File: src/rtl/fwd_hazard_unit.sv
// EX-stage operand forwarding plus load-use / multi-cycle hazard control.
// Define FWD_STALL_CNT_EN to build the saturating stall-cycle counter.

module fwd_hazard_src #(
  parameter int ADDR_W = 5
) (
  input  logic [ADDR_W-1:0] ex_src,
  input  logic [ADDR_W-1:0] id_src,
  input  logic              id_used,
  input  logic [ADDR_W-1:0] exmem_rd,
  input  logic              exmem_we,
  input  logic [ADDR_W-1:0] memwb_rd,
  input  logic              memwb_we,
  input  logic [ADDR_W-1:0] idex_rd,
  input  logic [ADDR_W-1:0] busy_rd,
  output logic [1:0]        sel,
  output logic              ld_match,
  output logic              mc_match
);
  always_comb begin
    sel = 2'b00;
    if (exmem_we && exmem_rd != '0 && exmem_rd == ex_src)      sel = 2'b10;
    else if (memwb_we && memwb_rd != '0 && memwb_rd == ex_src) sel = 2'b01;
  end

  assign ld_match = id_used && idex_rd != '0 && id_src == idex_rd;
  assign mc_match = id_used && busy_rd != '0 && id_src == busy_rd;
endmodule

module fwd_hazard_unit #(
  parameter int ADDR_W     = 5,
  parameter int NUM_SRC    = 2,
  parameter int LOAD_STALL = 1
) (
  input  logic                      clk_i,
  input  logic                      rst_i,
  input  logic [NUM_SRC*ADDR_W-1:0] id_src_addr,
  input  logic [NUM_SRC-1:0]        id_src_used,
  input  logic [NUM_SRC*ADDR_W-1:0] ex_src_addr,
  input  logic [ADDR_W-1:0]         idex_rd_addr,
  input  logic                      idex_mem_read,
  input  logic [ADDR_W-1:0]         exmem_rd_addr,
  input  logic                      exmem_reg_write,
  input  logic [ADDR_W-1:0]         memwb_rd_addr,
  input  logic                      memwb_reg_write,
  input  logic                      mc_start,
  input  logic [ADDR_W-1:0]         mc_rd_addr,
  input  logic                      mc_done,
  output logic [2*NUM_SRC-1:0]      fwd_sel,
  output logic                      stall,
  output logic                      bubble,
  output logic                      mc_err,
  output logic [31:0]               stall_cnt
);
  typedef enum logic [1:0] {RUN, LOAD_HOLD, MC_HOLD} state_t;

  state_t              state_q, state_d;
  logic [3:0]          cnt_q, cnt_d;
  logic                busy_v_q, busy_v_d;
  logic [ADDR_W-1:0]   busy_rd_q, busy_rd_d;
  logic                mc_err_q, mc_err_d;

  logic [NUM_SRC-1:0][1:0] sel_v;
  logic [NUM_SRC-1:0]      ld_match_v, mc_match_v;
  logic                    ld_haz, mc_haz;

  for (genvar i = 0; i < NUM_SRC; i++) begin : g_src
    fwd_hazard_src #(.ADDR_W(ADDR_W)) u_src (
      .ex_src   (ex_src_addr[i*ADDR_W +: ADDR_W]),
      .id_src   (id_src_addr[i*ADDR_W +: ADDR_W]),
      .id_used  (id_src_used[i]),
      .exmem_rd (exmem_rd_addr),
      .exmem_we (exmem_reg_write),
      .memwb_rd (memwb_rd_addr),
      .memwb_we (memwb_reg_write),
      .idex_rd  (idex_rd_addr),
      .busy_rd  (busy_rd_q),
      .sel      (sel_v[i]),
      .ld_match (ld_match_v[i]),
      .mc_match (mc_match_v[i])
    );
  end

  assign fwd_sel = sel_v;
  assign ld_haz  = idex_mem_read && |ld_match_v;
  assign mc_haz  = busy_v_q && |mc_match_v;
  assign mc_err  = mc_err_q;

  // Hold sequencer; a pending multi-cycle result outranks a load-use hazard.
  always_comb begin
    state_d = state_q;
    cnt_d   = cnt_q;
    stall   = 1'b0;
    bubble  = 1'b0;
    case (state_q)
      RUN: begin
        if (mc_haz) begin
          stall   = 1'b1;
          bubble  = 1'b1;
          state_d = MC_HOLD;
        end else if (ld_haz) begin
          stall  = 1'b1;
          bubble = 1'b1;
          if (LOAD_STALL > 1) begin
            state_d = LOAD_HOLD;
            cnt_d   = 4'(LOAD_STALL - 2);
          end
        end
      end
      LOAD_HOLD: begin
        stall  = 1'b1;
        bubble = 1'b1;
        if (cnt_q == 4'd0) state_d = RUN;
        else               cnt_d   = cnt_q - 4'd1;
      end
      MC_HOLD: begin
        stall  = !mc_done;
        bubble = !mc_done;
        if (mc_done) state_d = RUN;
      end
      default: state_d = RUN;
    endcase
  end

  // A start in the same cycle as done replaces the retiring entry.
  always_comb begin
    busy_v_d  = busy_v_q;
    busy_rd_d = busy_rd_q;
    mc_err_d  = mc_err_q;
    if (mc_start && busy_v_q && !mc_done) begin
      mc_err_d = 1'b1;
    end else if (mc_start) begin
      busy_v_d  = 1'b1;
      busy_rd_d = mc_rd_addr;
    end else if (mc_done) begin
      busy_v_d = 1'b0;
    end
  end

  always_ff @(posedge clk_i or posedge rst_i) begin
    if (rst_i) begin
      state_q   <= RUN;
      cnt_q     <= '0;
      busy_v_q  <= 1'b0;
      busy_rd_q <= '0;
      mc_err_q  <= 1'b0;
    end else begin
      state_q   <= state_d;
      cnt_q     <= cnt_d;
      busy_v_q  <= busy_v_d;
      busy_rd_q <= busy_rd_d;
      mc_err_q  <= mc_err_d;
    end
  end

`ifdef FWD_STALL_CNT_EN
  logic [31:0] stall_cnt_q, stall_cnt_d;

  always_comb begin
    stall_cnt_d = stall_cnt_q;
    if (stall && stall_cnt_q != 32'hFFFF_FFFF) stall_cnt_d = stall_cnt_q + 32'd1;
  end

  always_ff @(posedge clk_i or posedge rst_i) begin
    if (rst_i) stall_cnt_q <= '0;
    else       stall_cnt_q <= stall_cnt_d;
  end

  assign stall_cnt = stall_cnt_q;
`else
  assign stall_cnt = '0;
`endif
endmodule

File: config.mk
export PLATFORM = sky130hd
export DESIGN_NAME = fwd_hazard_unit
export DESIGN_NICKNAME = d
export VERILOG_FILES = /design/src/rtl/fwd_hazard_unit.sv
export SDC_FILE = /design/constraint.sdc
export NUM_CORES = 1
export LEC_CHECK = 0
export ABC_CLOCK_PERIOD_IN_PS = 1800
export CAP_MARGIN = 20
export CORE_MARGIN = 5
export CORE_UTILIZATION = 33
export DETAILED_ROUTE_END_ITERATION = 7
export PLACE_DENSITY_LB_ADDON = 0.1
export RECOVER_POWER = 100
export REMOVE_ABC_BUFFERS = 1
export SETUP_SLACK_MARGIN = 0.1
export SLEW_MARGIN = 20
export SYNTH_ARGS = -nofsm -noshare
export SYNTH_HDL_FRONTEND = slang
export SYNTH_SLANG_ARGS = --single-unit
File: constraint.sdc
create_clock -name clk_i -period 1.8 [get_ports clk_i]
set_input_delay 0.36 -clock clk_i [delete_from_list [all_inputs] [get_ports clk_i]]
set_output_delay 0.36 -clock clk_i [all_outputs]
set_load 0.03 [all_outputs]
==> results.cfg <==
[status]
status = finished with violations
violations = negative setup slack

[sta]
rsz0062_at_grt = yes
finClkSkew_ns = 0.00140
whs_ns = 0.484
finalSetupViolCount = 6
report.final.slew_viol_count = 0
finalHoldViolations = 0
max_freq_mhz = 458
layout_min_cycle_time_ns = 2.19
setup_slack_ns = -0.386
final.period_utilization = 1.21
setup_tns_ns = -1.43

[synthesis]
synth_edf_count = 0
synth_warnings = 0
netlist_top_cells_area = xor2_1 (24%), buf_4 (23%), dfrtp_1 (18%)
syn_area_um2 = 1090
synth_adder_area_share = 0
ys_types = 22
synth_seq_cells = 8
synth_mux_area_frac = 0.0517
synth_compound_area_frac = 0.0608
synth_flop_cell = dfrtp_1
synthTopCellsByCount = buf_4 (33), xor2_1 (30), xnor2_1 (10), dfrtp_1 (8)
synth_top_cell_area_share = 0.241
syn_avg_cell_area_um2 = 8.93
synthCells = 122
synth_top_area_cell = xor2_1
synth-xor-area-share = 0.321
ys_async_sr_fraction = 1.00
synth-simple-area-share = 0.145
synth_seq_area_share = 0.184
synth_top_family_by_area = XOR/XNOR gates
synth.most_common_cell = buf_4

[detailed_routing]
drt_iter0_markers = 19
wirelength_mm = 3.39
vias = 1045
wl_per_cell_um = 13.8
drc_errors = 0
drt-vias-per-instance = 4.27
drt_pass1_iterations = 3
ant_nets = 0

[floorplanning]
die-area_um2 = 4550
die_w_um = 67.5
ios = 88
core-area_um2 = 3100
num_rows = 20
initial_utilization = 0.351
die_h_um = 67.5

[cts]
cts.reportedPaths.clkPinSlew_ns = 0.05
cts_tree = yes
cts_max_path_buffers = 2
cts_buffers = 3
numClockSinks = 8
htreeDepth = 1
hold_buffers = 0
root_buffer = clkbuf_4
clk-insertion-delay-late_ns = 0.24

[run]
max-cap-violations = 0

[cells_and_area]
syn_to_final_growth_pct = 70.6
antenna_cells = 0
drive_gt1_frac = 0.363
nNetsFinal = 252
fin_cells = 245
final_core_util = 0.599

[worst_setup_path]
crit_slowest_cell = or4_1
worstPathMaxFanout = 4
end_kind = output port
path_cells = or4_1 > o21ai_1 > o221ai_2 > buf_6
arrival_ns = 1.83
crit_type = flip-flop to output port
cp-start-kind = flip-flop
crit_path_max_incr_delay_ns = 0.54
cp.required_ns = 1.44

[global_route]
grt_max_degree = 9
antenna_found_initial = 0
grt.total_usage = 0.145
grt_pass1_vias = 1081
grt_overflow_total = 0
grt_pass1_wl_mm = 5.04

[placed_design]
gp_congestion = 0.835
port_buffers = 55
dp_hpwl_mm = 2.87
place_inst = 240

[min_path]
hold_path_class = flip-flop to flip-flop

[pwr]
ir_drop_v = 0.000304
power_density_nw_per_um2 = 443
p_leak_uw = 0.000869
worst paths after layout:
path	from	end	slack, ns	depth (start not counted)
worst max register to register	busy_rd_q[1]$_DFFE_PP0P_	state_q[1]$_DFFE_PP0P_	0.25	6
worst max-delay path	busy_rd_q[1]$_DFFE_PP0P_	stall	-0.39	4
worst min register to register	mc_err$_DFFE_PP0P_	mc_err$_DFFE_PP0P_	0.48	1
max in group asynchronous	rst_i	busy_rd_q[2]$_DFFE_PP0P_	1.06	2
min in group asynchronous	rst_i	busy_rd_q[0]$_DFFE_PP0P_	0.50	2
worst min-delay path	mc_err$_DFFE_PP0P_	mc_err$_DFFE_PP0P_	0.48	1
layer usage:
metal	vias to the layer above	part of all wire	track usage	wire [um]
li1	510	-	-	-
met1	478	0.39	0.170	1320
met2	53	0.52	0.271	1760
met3	4	0.080	0.0183	273
met4	0	0.012	0.0456	40
met5	-	0	0	0
registers in the layout (all words and copies together), names as in the netlist:
| signal | cells |
|---|---|
| state_q | 1 |
| busy_rd_q | 5 |
| busy_v_q | 1 |
| mc_err | 1 |
worst max-delay path: cells and delay by family (launching register included):
family	cells	cell delay [ns]
AOI/OAI and AO/OA	2	0.45
buffers and inverters	1	0.17
DFF	1	0.42
and+or+nand+nor	1	0.54
timing repair:
item	CTS	global route
setup buffers	6	2
gates resized for setup	99	11
pin swaps	17	9
setup endpoints to repair	6	7
stage by stage:
| stage | cell area, um2 | setup slack, ns | total power (uW) |
|---|---|---|---|
| 2_1_floorplan | 958 | -0.555 | 447 |
| 3_3_place_gp | 1710 | -0.579 | 655 |
| 3_5_place_dp | 1710 | -0.597 | 657 |
| 4_1_cts | 1850 | -0.454 | 820 |
| 5_1_grt | 1860 | -0.481 | 882 |
| 6_report | 1860 | -0.386 | 824 |
power by group:
part           internal (uW)  total [uW]  switching, uW
Clock                   75.9         130           54.5
Sequential               200         222           22.1
Combinational            214         471            257
Total                    490         824            334
kinds of logic after synthesis:
kind of cell	Yosys count
xor gates and xnor gates	40
buffers and inverters	35
and+or+nand+nor	24
AOI/OAI and AO/OA	9
DFF	8
muxes	5
other	1
final cells by class:
class / instances / area, um2
flip-flops and latches: 8 / 200
inverters: 2 / 7.51
fillers: 293 / 1240
multi-input cells: 110 / 876
repair buffers: 78 / 698
well taps: 44 / 55.1
clock buffers: 3 / 22.5
cell usage in the layout (no fill, tap or decap), types with 3 or more instances in the layout:
cell type | netlist | layout
buf_6 | 0 | 12
buf_4 | 33 | 23
conb_1 | 1 | 32
or4_4 | 0 | 5
clkdlybuf4s50_1 | 0 | 13
clkbuf_4 | 0 | 3
nand2_1 | 4 | 4
buf_2 | 0 | 5
xnor2_1 | 10 | 9
mux2_2 | 5 | 5
xor2_1 | 30 | 28
nor4_2 | 2 | 6
dfrtp_1 | 8 | 8
dlygate4sd2_1 | 0 | 16
dlymetal6s2s_1 | 0 | 3
Note: power is estimated with default switching activity, not from simulation.
==> variant: new RTL, same flow settings <==
`ADDR_W` is set to 5 in 2 places; all go to 6.
--- a/src/rtl/fwd_hazard_unit.sv
+++ b/src/rtl/fwd_hazard_unit.sv
@@ -3,5 +3,5 @@
 
 module fwd_hazard_src #(
-  parameter int ADDR_W = 5
+  parameter int ADDR_W = 6
 ) (
   input  logic [ADDR_W-1:0] ex_src,
@@ -29,5 +29,5 @@
 
 module fwd_hazard_unit #(
-  parameter int ADDR_W     = 5,
+  parameter int ADDR_W     = 6,
   parameter int NUM_SRC    = 2,
   parameter int LOAD_STALL = 1
Ports: changed (6 resized); port bits go from 88 to 96. The function was not compared with the original's and may differ.
==> variant against the original RTL <==
- the run still ends with setup timing left
- largest cell class unchanged
- sequential cell count rose by 1
- synthesized cell count is 13% higher
- worst hold slack lost 3.2 ps
- sequential power grew 13%
- routed wire length is 14% higher
- total power is 24% higher
- design area rose by 16%
- critical endpoint is now fwd_sel[0]
- synthesized area grew 13%
- setup slack better by 65 ps
==> variant: results (changes against the original RTL) <==
- Outcome: finished with violations (unchanged)
- Failing checks: setup timing (unchanged)
- Fin worst setup slack: -321 ps (was -386 ps)
- First-pass GRT wire length: 5.91 mm (was 5.04 mm)
- Crit path launch: exmem_rd_addr[0] (was busy_rd_q[1])
- 1st-iter DRT viols: 36 (was 19)
- DRT Wirelength: 3.87 mm (was 3.39 mm)
- Buffers on Ports: 63 (was 55)
- Final setup TNS: -1520 ps (was -1430 ps)
- Largest net degree at the start of global routing: 10 (was 9)
- Post-synth top cells: xnor2_1, buf_4, xor2_1 (was buf_4, xor2_1, xnor2_1)
- Fill cells: 352 (was 293)
- DR WL met2: 2.08 mm (was 1.76 mm)
- Worst r2r src: busy_rd_q[3] (was busy_rd_q[1])
- P_leak: 0.970 nW (was 0.869 nW)
- Largest register FFs: 6 (was 5)
- R2R cell count: 5 (was 6)
- GRT Total Usage: 0.142 (was 0.145)
- Setup Viol. Count Final: 6 (unchanged)
- Share of layout cells above drive strength 1: 0.304 (was 0.363)
- Drt via density: 4.20 (was 4.27)
- CTS resizes: 63 (was 99)
- Max Fanout on Critical Path: 2 (was 4)
- Placed Cells incl. Taps: 278 (was 240)
- Maximum VDD drop: 0.453 mV (was 0.304 mV)
- Slowest CP cell: or4_4 (was or4_1)
## variant: changes by cell type after synthesis, sizes merged, moves of 5 or more
cell / unedited run / this run
xor2: 30 / 12
nand4: 0 / 6
nand3: 2 / 7
xnor2: 10 / 36
## variant: routing by layer
metal  vias up  GRT usage
li1        607          -
met1       545      0.178
met2        42      0.255
met3         2     0.0227
met4         0     0.0251
met5         -          0
## variant: critical path: cells and delay by family
kind | cells | cell delay (ps)
compound gates | 1 | 210
buf+inv | 3 | 390
simple gates | 3 | 800
## variant: worst paths after layout
path,end,slack (ps)
worst max-delay path,fwd_sel[0],-320
worst min-delay path,mc_err,480
worst max register to register,state_q[1],220
worst min register to register,mc_err,480
max in group asynchronous,busy_rd_q[5],1030
min in group asynchronous,mc_err,520
## variant: logic make-up (layout without fill, tap and decap cells)
family	after synthesis	after routing	share of synthesized area
other	1	32	0.00304
AOI/OAI and AO/OA	8	8	0.0619
muxes	6	6	0.0548
buffers and inverters	36	104	0.210
DFF	9	9	0.183
xor gates and xnor gates	48	48	0.341
and+or+nand+nor	30	30	0.147
## variant: area by class of cell
class                      instances  area (µm²)  share of cell area
clock buffer                       4        45.0              0.0209
inverter                           3        11.3             0.00522
multi-input combinational        124         967               0.448
sequential                         9         225               0.104
tap                               48        60.1              0.0278
timing repair buffer              97         850               0.394
## variant: per-stage QoR
step,util,instance area (µm²)
5_1_grt,0.594,2160
4_1_cts,0.574,2090
2_1_floorplan,-,1100
6_report,0.594,2160
3_5_place_dp,0.554,2010
3_3_place_gp,0.554,2010
## variant: power breakdown
| part | internal (mW) | switching (mW) | total [mW] |
|---|---|---|---|
| combinational | 0.273 | 0.267 | 0.541 |
| sequential | 0.226 | 0.0243 | 0.250 |
| clock | 0.154 | 0.0751 | 0.229 |
